--- src/rtl/lab4_net_ring_out_arbiter.sv ---
// -----------------------------------------------------------------------------
// lab4_net_ring_out_arbiter
//
// Per-output-port scheduler for a ring router. Three inputs share one output
// channel: 0 = west ring, 1 = terminal injection, 2 = east ring.
//   - Round-robin priority starting at r_ptr, searched ptr, ptr+1, ptr+2 (mod 3).
//   - Arbitration is combinational: an input valid in cycle N can transfer in N.
//   - A grant offered while the output is stalled is held (HOLD) until it
//     transfers or the requester withdraws.
//   - Bubble flow control: terminal injection (input 1) may only win when the
//     downstream queue has at least p_bubble_min free entries. Ring traffic
//     therefore always has a slot left, so ring queues cannot deadlock.
//
// Ports
//   clk           clock, all state updates on posedge
//   reset         asynchronous, active-low reset
//   in_val[2:0]   per-input message valid
//   in_rdy[2:0]   per-input ready (grant AND out_rdy), one-hot or zero
//   out_val       output channel valid
//   out_rdy       output channel ready (downstream enq_rdy)
//   grant_idx     output mux select 0..2, 0 when nothing is granted
//   free_entries  downstream queue free-slot count
// -----------------------------------------------------------------------------
module lab4_net_ring_out_arbiter #(
  parameter int p_free_nbits = 3,
  parameter bit p_bubble_en  = 1'b1,
  parameter int p_bubble_min = 2
) (
  input  logic                    clk,
  input  logic                    reset,
  input  logic [2:0]              in_val,
  output logic [2:0]              in_rdy,
  output logic                    out_val,
  input  logic                    out_rdy,
  output logic [1:0]              grant_idx,
  input  logic [p_free_nbits-1:0] free_entries
);

  typedef enum logic {
    S_IDLE = 1'b0,
    S_HOLD = 1'b1
  } state_t;

  localparam logic [p_free_nbits:0] lp_bubble_min = p_bubble_min[p_free_nbits:0];

  // Successor in the 0..2 ring; the illegal code 3 behaves as 0.
  function automatic logic [1:0] inc_mod3(input logic [1:0] v);
    case (v)
      2'd0:    return 2'd1;
      2'd1:    return 2'd2;
      2'd2:    return 2'd0;
      default: return 2'd1;
    endcase
  endfunction

  state_t     r_state;
  logic [1:0] r_ptr;
  logic [1:0] r_held;

  state_t     w_state_nxt;
  logic [1:0] w_ptr_nxt;
  logic [1:0] w_held_nxt;

  logic [1:0] w_ptr;
  logic [1:0] w_held;
  logic       w_bubble_ok;
  logic [2:0] w_elig;
  logic [1:0] w_order0;
  logic [1:0] w_order1;
  logic [1:0] w_order2;
  logic       w_found;
  logic [1:0] w_winner;

  // Map the unreachable code 3 onto 0 so a corrupted register self-heals.
  assign w_ptr  = (r_ptr  == 2'd3) ? 2'd0 : r_ptr;
  assign w_held = (r_held == 2'd3) ? 2'd0 : r_held;

  assign w_bubble_ok = ({1'b0, free_entries} >= lp_bubble_min);

  assign w_elig[0] = in_val[0];
  assign w_elig[1] = in_val[1] & (~p_bubble_en | w_bubble_ok);
  assign w_elig[2] = in_val[2];

  assign w_order0 = w_ptr;
  assign w_order1 = inc_mod3(w_ptr);
  assign w_order2 = inc_mod3(w_order1);

  // First eligible input in priority order.
  always_comb begin
    w_found  = 1'b1;
    w_winner = 2'd0;
    if (w_elig[w_order0]) begin
      w_winner = w_order0;
    end else if (w_elig[w_order1]) begin
      w_winner = w_order1;
    end else if (w_elig[w_order2]) begin
      w_winner = w_order2;
    end else begin
      w_found = 1'b0;
    end
  end

  // Next-state and output logic.
  always_comb begin
    // NOTE: every output gets a default first so no path leaves one unassigned,
    // which would otherwise infer a latch.
    w_state_nxt = r_state;
    w_ptr_nxt   = w_ptr;
    w_held_nxt  = w_held;
    out_val     = 1'b0;
    in_rdy      = 3'b000;
    grant_idx   = 2'd0;

    case (r_state)
      S_IDLE: begin
        if (w_found) begin
          out_val           = 1'b1;
          grant_idx         = w_winner;
          in_rdy[w_winner]  = out_rdy;
          if (out_rdy) begin
            w_ptr_nxt = inc_mod3(w_winner);
          end else begin
            w_state_nxt = S_HOLD;
            w_held_nxt  = w_winner;
          end
        end
      end

      S_HOLD: begin
        // The grant was legal when issued, so priority and the bubble rule
        // are not re-evaluated here.
        grant_idx = w_held;
        out_val   = in_val[w_held];
        if (in_val[w_held]) begin
          in_rdy[w_held] = out_rdy;
          if (out_rdy) begin
            w_ptr_nxt   = inc_mod3(w_held);
            w_state_nxt = S_IDLE;
          end
        end else begin
          // Requester withdrew: drop the hold without advancing priority.
          w_state_nxt = S_IDLE;
        end
      end

      default: begin
        w_state_nxt = S_IDLE;
      end
    endcase

    // Outputs are quiet for as long as reset is held, not just at the edge.
    if (!reset) begin
      out_val   = 1'b0;
      in_rdy    = 3'b000;
      grant_idx = 2'd0;
    end
  end

  // NOTE: sequential state uses non-blocking assignments so every register
  // samples the pre-edge values; reset is asynchronous and clears all state.
  always_ff @(posedge clk or negedge reset) begin
    if (!reset) begin
      r_state <= S_IDLE;
      r_ptr   <= 2'd0;
      r_held  <= 2'd0;
    end else begin
      r_state <= w_state_nxt;
      r_ptr   <= w_ptr_nxt;
      r_held  <= w_held_nxt;
    end
  end

endmodule

--- config.mk ---
export PLATFORM = sky130hd
export DESIGN_NAME = lab4_net_ring_out_arbiter
export DESIGN_NICKNAME = d
export VERILOG_FILES = /design/src/rtl/lab4_net_ring_out_arbiter.sv
export SDC_FILE = /design/constraint.sdc
export NUM_CORES = 1
export LEC_CHECK = 0
export CAP_MARGIN = 10
export CELL_PAD_IN_SITES_DETAIL_PLACEMENT = 1
export CELL_PAD_IN_SITES_GLOBAL_PLACEMENT = 1
export CORE_MARGIN = 2
export CORE_UTILIZATION = 30
export CTS_BUF_LIST = sky130_fd_sc_hd__clkbuf_8 sky130_fd_sc_hd__clkbuf_16
export CTS_CLUSTER_SIZE = 30
export DETAILED_ROUTE_END_ITERATION = 6
export GPL_TIMING_DRIVEN = 0
export PLACE_DENSITY = 0.62
export RECOVER_POWER = 25
export SLEW_MARGIN = 30
export SYNTH_ARGS = -nofsm -noshare
export SYNTH_HDL_FRONTEND = slang
export SYNTH_SLANG_ARGS = --single-unit
--- constraint.sdc ---
create_clock -name clk -period 2.7 [get_ports clk]
set_clock_uncertainty 0.05 [all_clocks]
set_input_delay 0.405 -clock clk [delete_from_list [all_inputs] [get_ports clk]]
set_output_delay 0.405 -clock clk [all_outputs]
set_load 0.05 [all_outputs]
==> flow_summary.ini, run 1 <==
[synth]
synth.area.mux_share = 0.0831
synth_compound_gate_area_share = 0.283
synth_xor_area_frac = 0
yosys.area_share.simple = 0.225
syn_avg_cell_area_um2 = 8.29
synth-seq-area-share = 0.169
synth_top_family_by_area = compound AO/OA/AOI/OAI gates
yosysWarnings = 0
netlist.area_leader.share = 0.169
syn_inst = 89
ys_ff_latch = 5
synth_nets = 107
syn_area_um2 = 738
synth-adder-area-share = 0.153
synth_area_leader_cell = dfrtp_1
synthTopCellsByArea = dfrtp_1 17%, ha_1 15%, mux2i_1 6.8%
synth_cell_types = 36

[cells_and_area]
area_growth_pct = 51.4
antennaDiodeCount = 0
nets = 132
drive_gt1_frac = 0.407
layout_commonest_cell = inv_1
final_cell_mix = 9 x inv_1, 8 x buf_6, 7 x o21ai_0, 7 x buf_4, 6 x nand2_1

[clock_tree]
htree_levels = 1
cts.clk_slew.worst_paths_ps = 40
clockBufferDepth = 2
clock_latency_ps = 230
numCtsBuffers = 3
cts_sinks = 5
cts_tree = yes
cts_root_buffer = clkbuf_8
holdBufCountCts = 0

[timing]
hold_viol = 0
period_needed_ps = 2750
slew_headroom = 0.687
tns_ps = -98.8
fmaxAchievable_mhz = 363
worst_slack_ps = -53.0
worst_pin_slew_ps = 469
fin_crit_sh = 1.02
drv_slew = 0
rsz0062_at_grt = yes
setup_viol = 3

[critical_path]
crit_type = flop to output port
cp_cell_sequence = inv_2 -> ha_4 -> or4b_4 -> a2bb2oi_2 -> o31a_4 -> ha_2 -> a22oi_2 -> nor2b_2 -> buf_6
critPathMaxStageDelay_ps = 480
worstSetupStartpoint = r_ptr[0]
cp.required_ps = 2250
r2r-start = r_ptr[0]
endpoint_kind = output port
cpLargestDelayFamily = simple AND/OR/NAND/NOR gates
crit_slowest_cell = or4b_4
crit_buf_inv = 2
critPathArrivalTime_ps = 2300
start_kind = flop
path_max_fanout = 6

[drt]
dr.first_iter.drc_count = 6
routed_wirelength_um = 2230
drt_pass1_iterations = 3
drc = 0
wl_per_cell_um = 15.8
vias_per_cell = 5.26
vias = 742
ant_nets = 0

[run]
maxCapViolations = 0

[die]
core_area_um2 = 2280
initial_utilization = 0.324
rows = 17
die_h_um = 53.6
ioPinCount = 15
die-area_um2 = 2870
fp.dieW_um = 53.6

[pwr]
switchingPower_mw = 0.573
pwr-share-seq = 0.109
clkPwrFrac = 0.116
power.leakage_nw = 0.471
power.density_nw_per_um2 = 1100
intPower_mw = 0.651
power_mw = 1.22
ir_worst_vdd_uv = 572
switching_share = 0.468
share_comb_of_total_power = 0.775

[status]
status = finished with violations
violations = negative setup slack

[placed_design]
dp_hpwl_um = 1540
io_buffers = 13
gp_congestion = 0.730
detailedPlace.worstSlack_ps = -817

[global_routing]
grt_pass1_wl_um = 3680
grt_overflow = 0
grt_use_total = 0.180
grt_max_degree = 12
antenna_found_initial = 0
grt_pass1_vias = 782

[worst_hold_path]
hp-class = input port to async pin
-- worst reg2reg max path, stage by stage (launching register included) --
cell and delay, ps:
dfrtp_1 390, inv_2 110, ha_4 230, or4b_4 480, a2bb2oi_2 150, o31a_4 140
ha_2 280, nand2_1 70, o311ai_1 100
-- final timing paths --
kind / end / slack [ps] / cells after the start
min: r_held[1] / 420 / 1
min reg2reg: r_ptr[0] / 680 / 3
max in group asynchronous: r_ptr[1] / 1870 / 1
min in group clk: r_ptr[0] / 680 / 3
max reg2reg: r_ptr[0] / 560 / 8
max: in_rdy[2] / -50 / 9
-- cell type report --
cell class,instances,area (um^2)
multi-input combinational,70,656
clock buffer,3,41.3
tap,28,35.0
clock inverter,1,3.75
inverter,11,41.3
sequential,5,126
fill,264,1160
timing repair buffer,20,188
buffer,3,26.3
-- power by group through the flow --
stage / Sequential, mW / Combinational, mW / Clock [mW]
after floorplan: 0.121 / 0.554 / 0
after detailed placement: 0.127 / 0.724 / 0
after global routing: 0.138 / 1.04 / 0.152
after global placement: 0.126 / 0.708 / 0
final: 0.134 / 0.948 / 0.142
after CTS: 0.132 / 0.883 / 0.142
-- metrics by stage --
stage / area (um^2) / instances / util / hold slack, ps
3_5_place_dp: 912 / 130 / 0.401 / 647
6_report: 1120 / 141 / 0.491 / 423
5_1_grt: 1120 / 141 / 0.491 / 467
4_1_cts: 1060 / 140 / 0.464 / 447
2_1_floorplan: 747 / 89 / - / 59.4
3_3_place_gp: 912 / 130 / 0.401 / 638
-- logic make-up (layout without fill, tap and decap cells) --
kind of cell / count (synthesis) / count (layout)
simple gates: 28 / 28
compound gates: 27 / 27
buf+inv: 14 / 38
fa+ha+maj: 9 / 9
mux: 6 / 6
flops: 5 / 5
-- cells in the mapped netlist, drive strengths merged --
library cell  instances
nand3                 4
o31ai                 2
nand3b                1
clkbuf                1
mux2i                 5
a31o                  1
a21boi                3
and2b                 2
a22oi                 2
buf                   2
o2111ai               1
nand2                 6
and3                  2
o311ai                1
o21a                  3
and2                  4
a21oi                 1
o31a                  1
or4                   1
nor3b                 1
or4b                  1
o21ai                 9
nor2b                 3
or2b                  1
inv                  11
dfrtp                 5
ha                    9
a2bb2oi               2
mux2                  1
nor2                  2
o32ai                 1
-- flip-flops by register name (all words and copies together) (netlist names) --
name and flops:
r_held 2, r_ptr 2, r_state 1
-- timing repair --
| item | 4_1_cts | 5_1_grt |
|---|---|---|
| pin swaps | 5 | 5 |
| resized for setup | 56 | 14 |
| buffers inserted | 6 | 1 |
| setup endpoints to repair | 6 | 6 |
-- per-layer routing --
layer / vias up / part of all wire / global-route usage
met5: - / 0 / 0
met4: 0 / 0.018 / 0.0769
met3: 8 / 0.027 / 0.0250
met2: 10 / 0.52 / 0.319
met1: 355 / 0.43 / 0.215
li1: 369 / - / -
No activity file was read; power rests on OpenSTA's default activity.
==> inputs of run 2 (changes only) <==
--- a/config.mk
+++ b/config.mk
@@ -13,8 +13,9 @@
 export CTS_BUF_LIST = sky130_fd_sc_hd__clkbuf_8 sky130_fd_sc_hd__clkbuf_16
 export CTS_CLUSTER_SIZE = 30
 export DETAILED_ROUTE_END_ITERATION = 6
+export DONT_BUFFER_PORTS = 1
 export GPL_TIMING_DRIVEN = 0
-export PLACE_DENSITY = 0.62
+export PLACE_DENSITY = 0.52
 export RECOVER_POWER = 25
 export SLEW_MARGIN = 30
 export SYNTH_ARGS = -nofsm -noshare
==> flow_summary.ini, run 2 (synthesis gave the netlist of run 1 again) <==
[status]
status = finished with violations
violations = negative setup slack

[timing]
worst_slack_ps = -57.8
tns_ps = -57.8
drv_slew = 0
fin_crit_sh = 1.02
rsz0062_at_grt = yes
worst_pin_slew_ps = 492
fmaxAchievable_mhz = 363
hold_viol = 0
setup_viol = 1
slew_headroom = 0.672
period_needed_ps = 2760

[cells_and_area]
stdcell_area_um2 = 1010
post-route-util = 0.444
final_cell_mix = 9 x inv_1, 7 x o21ai_0, 7 x buf_4, 6 x nand2_1, 5 x mux2i_1
top_regs = r_held x2, r_ptr x2, r_state x1
drive_gt1_frac = 0.416
layout_commonest_cell = inv_1
seq_area_um2 = 126
antennaDiodeCount = 0
area_growth_pct = 36.8
fillers = 263
multi_input_area_um2 = 673
nets = 120

[placed_design]
io_buffers = 0
gp_congestion = 0.704
dp_hpwl_um = 1490
placed_area_um2 = 782

[pwr]
power_mw = 1.17
power.leakage_nw = 0.422
power.density_nw_per_um2 = 1160
ir_worst_vdd_uv = 452

[critical_path]
path_max_fanout = 6
crit_top_cell = ha_4
crit_type = flop to output port
r2r_end = r_ptr[0]
crit_slowest_cell = or4b_4
r2r_setup_slack_ps = 550
start_kind = flop
critPathArrivalTime_ps = 2300
crit_buf_inv = 1
cp_cell_sequence = ha_4 -> or4b_4 -> a2bb2oi_2 -> o31a_4 -> inv_2 -> ha_4 -> a22oi_2 -> nor2b_4
reg2regPathDepth = 7
cpLargestDelayFamily = simple AND/OR/NAND/NOR gates
endpoint_kind = output port
cp.required_ps = 2250
r2r-start = r_ptr[1]
critPathMaxStageDelay_ps = 510

[clock_tree]
clockBufferDepth = 2
cts.clk_slew.worst_paths_ps = 40
htree_levels = 1
clock_latency_ps = 220
cts_root_buffer = clkbuf_8
numCtsBuffers = 3
cts_sinks = 5
cts_tree = yes

[die]
initial_utilization = 0.324
ioPinCount = 15
core_area_um2 = 2280
rows = 17
die-area_um2 = 2870
die_h_um = 53.6
fp.dieW_um = 53.6

[global_routing]
antenna_found_initial = 0
grt_use_total = 0.180
grt_pass1_vias = 765
grt_overflow = 0
grt_max_degree = 11
grt_pass1_wl_um = 3630

[drt]
routed_wirelength_um = 2200
vias_per_cell = 5.36
dr.first_iter.drc_count = 8
drc = 0
wl_per_cell_um = 17.1
vias = 692
drt_pass1_iterations = 4
ant_nets = 0

[run]
maxCapViolations = 0

[worst_hold_path]
hold_path_end = r_ptr[1]
hp-class = input port to flop
hp-start = out_rdy
whs_path_depth = 2
-- run 2: cell count changes in the layout (fill, tap and decap cells not counted), sizes merged --
cell	delta
buf	-6
clkdlybuf4s50	-5
dlygate4sd2	-2
dlygate4sd3	+1
-- run 2: how the worst max path moves through the flow --
stage / startpoint / end / slack, ps / depth (start not counted)
after detailed placement: r_ptr[0] / in_rdy[0] / -270 / 7
final: r_ptr[1] / in_rdy[1] / -60 / 8
after global routing: r_ptr[0] / in_rdy[1] / -150 / 10
after floorplan: r_ptr[0] / in_rdy[1] / -20 / 9
after global placement: r_ptr[0] / in_rdy[0] / -250 / 7
after CTS: r_ptr[1] / in_rdy[1] / -70 / 10
-- run 2: layout make-up --
class / instances / share of cell area
Inverter: 11 / 0.0409
Multi-Input combinational cell: 70 / 0.667
Clock inverter: 1 / 0.00372
Buffer: 3 / 0.0260
Clock buffer: 3 / 0.0409
Sequential cell: 5 / 0.125
Timing Repair Buffer: 8 / 0.0620
Tap cell: 28 / 0.0347
-- run 2: power breakdown --
part	switching, mW	internal [mW]
Clock	0.0429	0.0980
Sequential	0.0274	0.107
Combinational	0.496	0.402
Total	0.566	0.608
-- run 2: worst reg2reg max path, cell delays in order, from the launching register on --
cell       delay [ps]
dfrtp_2           430
ha_4              270
or4b_4            510
a2bb2oi_2         150
o31a_4            140
ha_2              320
nand2_1            40
o311ai_1          110
-- run 2: metrics by stage --
step | hold WS (ps) | instances | setup slack (ps)
after floorplan | 59.4 | 89 | -21.5
after detailed placement | 59.7 | 117 | -269
after CTS | 375 | 128 | -65.5
after global routing | 376 | 129 | -145
after global placement | 59.6 | 117 | -251
final | 372 | 129 | -57.8
-- run 2: per-layer routing --
| metal | part of all wire | GRT usage | vias up |
|---|---|---|---|
| met3 | 0.023 | 0.0500 | 0 |
| met5 | 0 | 0 | - |
| met1 | 0.49 | 0.231 | 340 |
| met2 | 0.49 | 0.307 | 10 |
| met4 | 0 | 0.0256 | 0 |
| li1 | - | - | 342 |
-- run 2: repair_timing --
item / 4_1_cts / 5_1_grt
pin swaps: 9 / 3
gates resized for setup: 27 / 4
buffers inserted: 6 / 1
hold buffers: 1 / 0
endpoints found under the setup margin: 6 / 6
endpoints found under the hold margin: 5 / 0
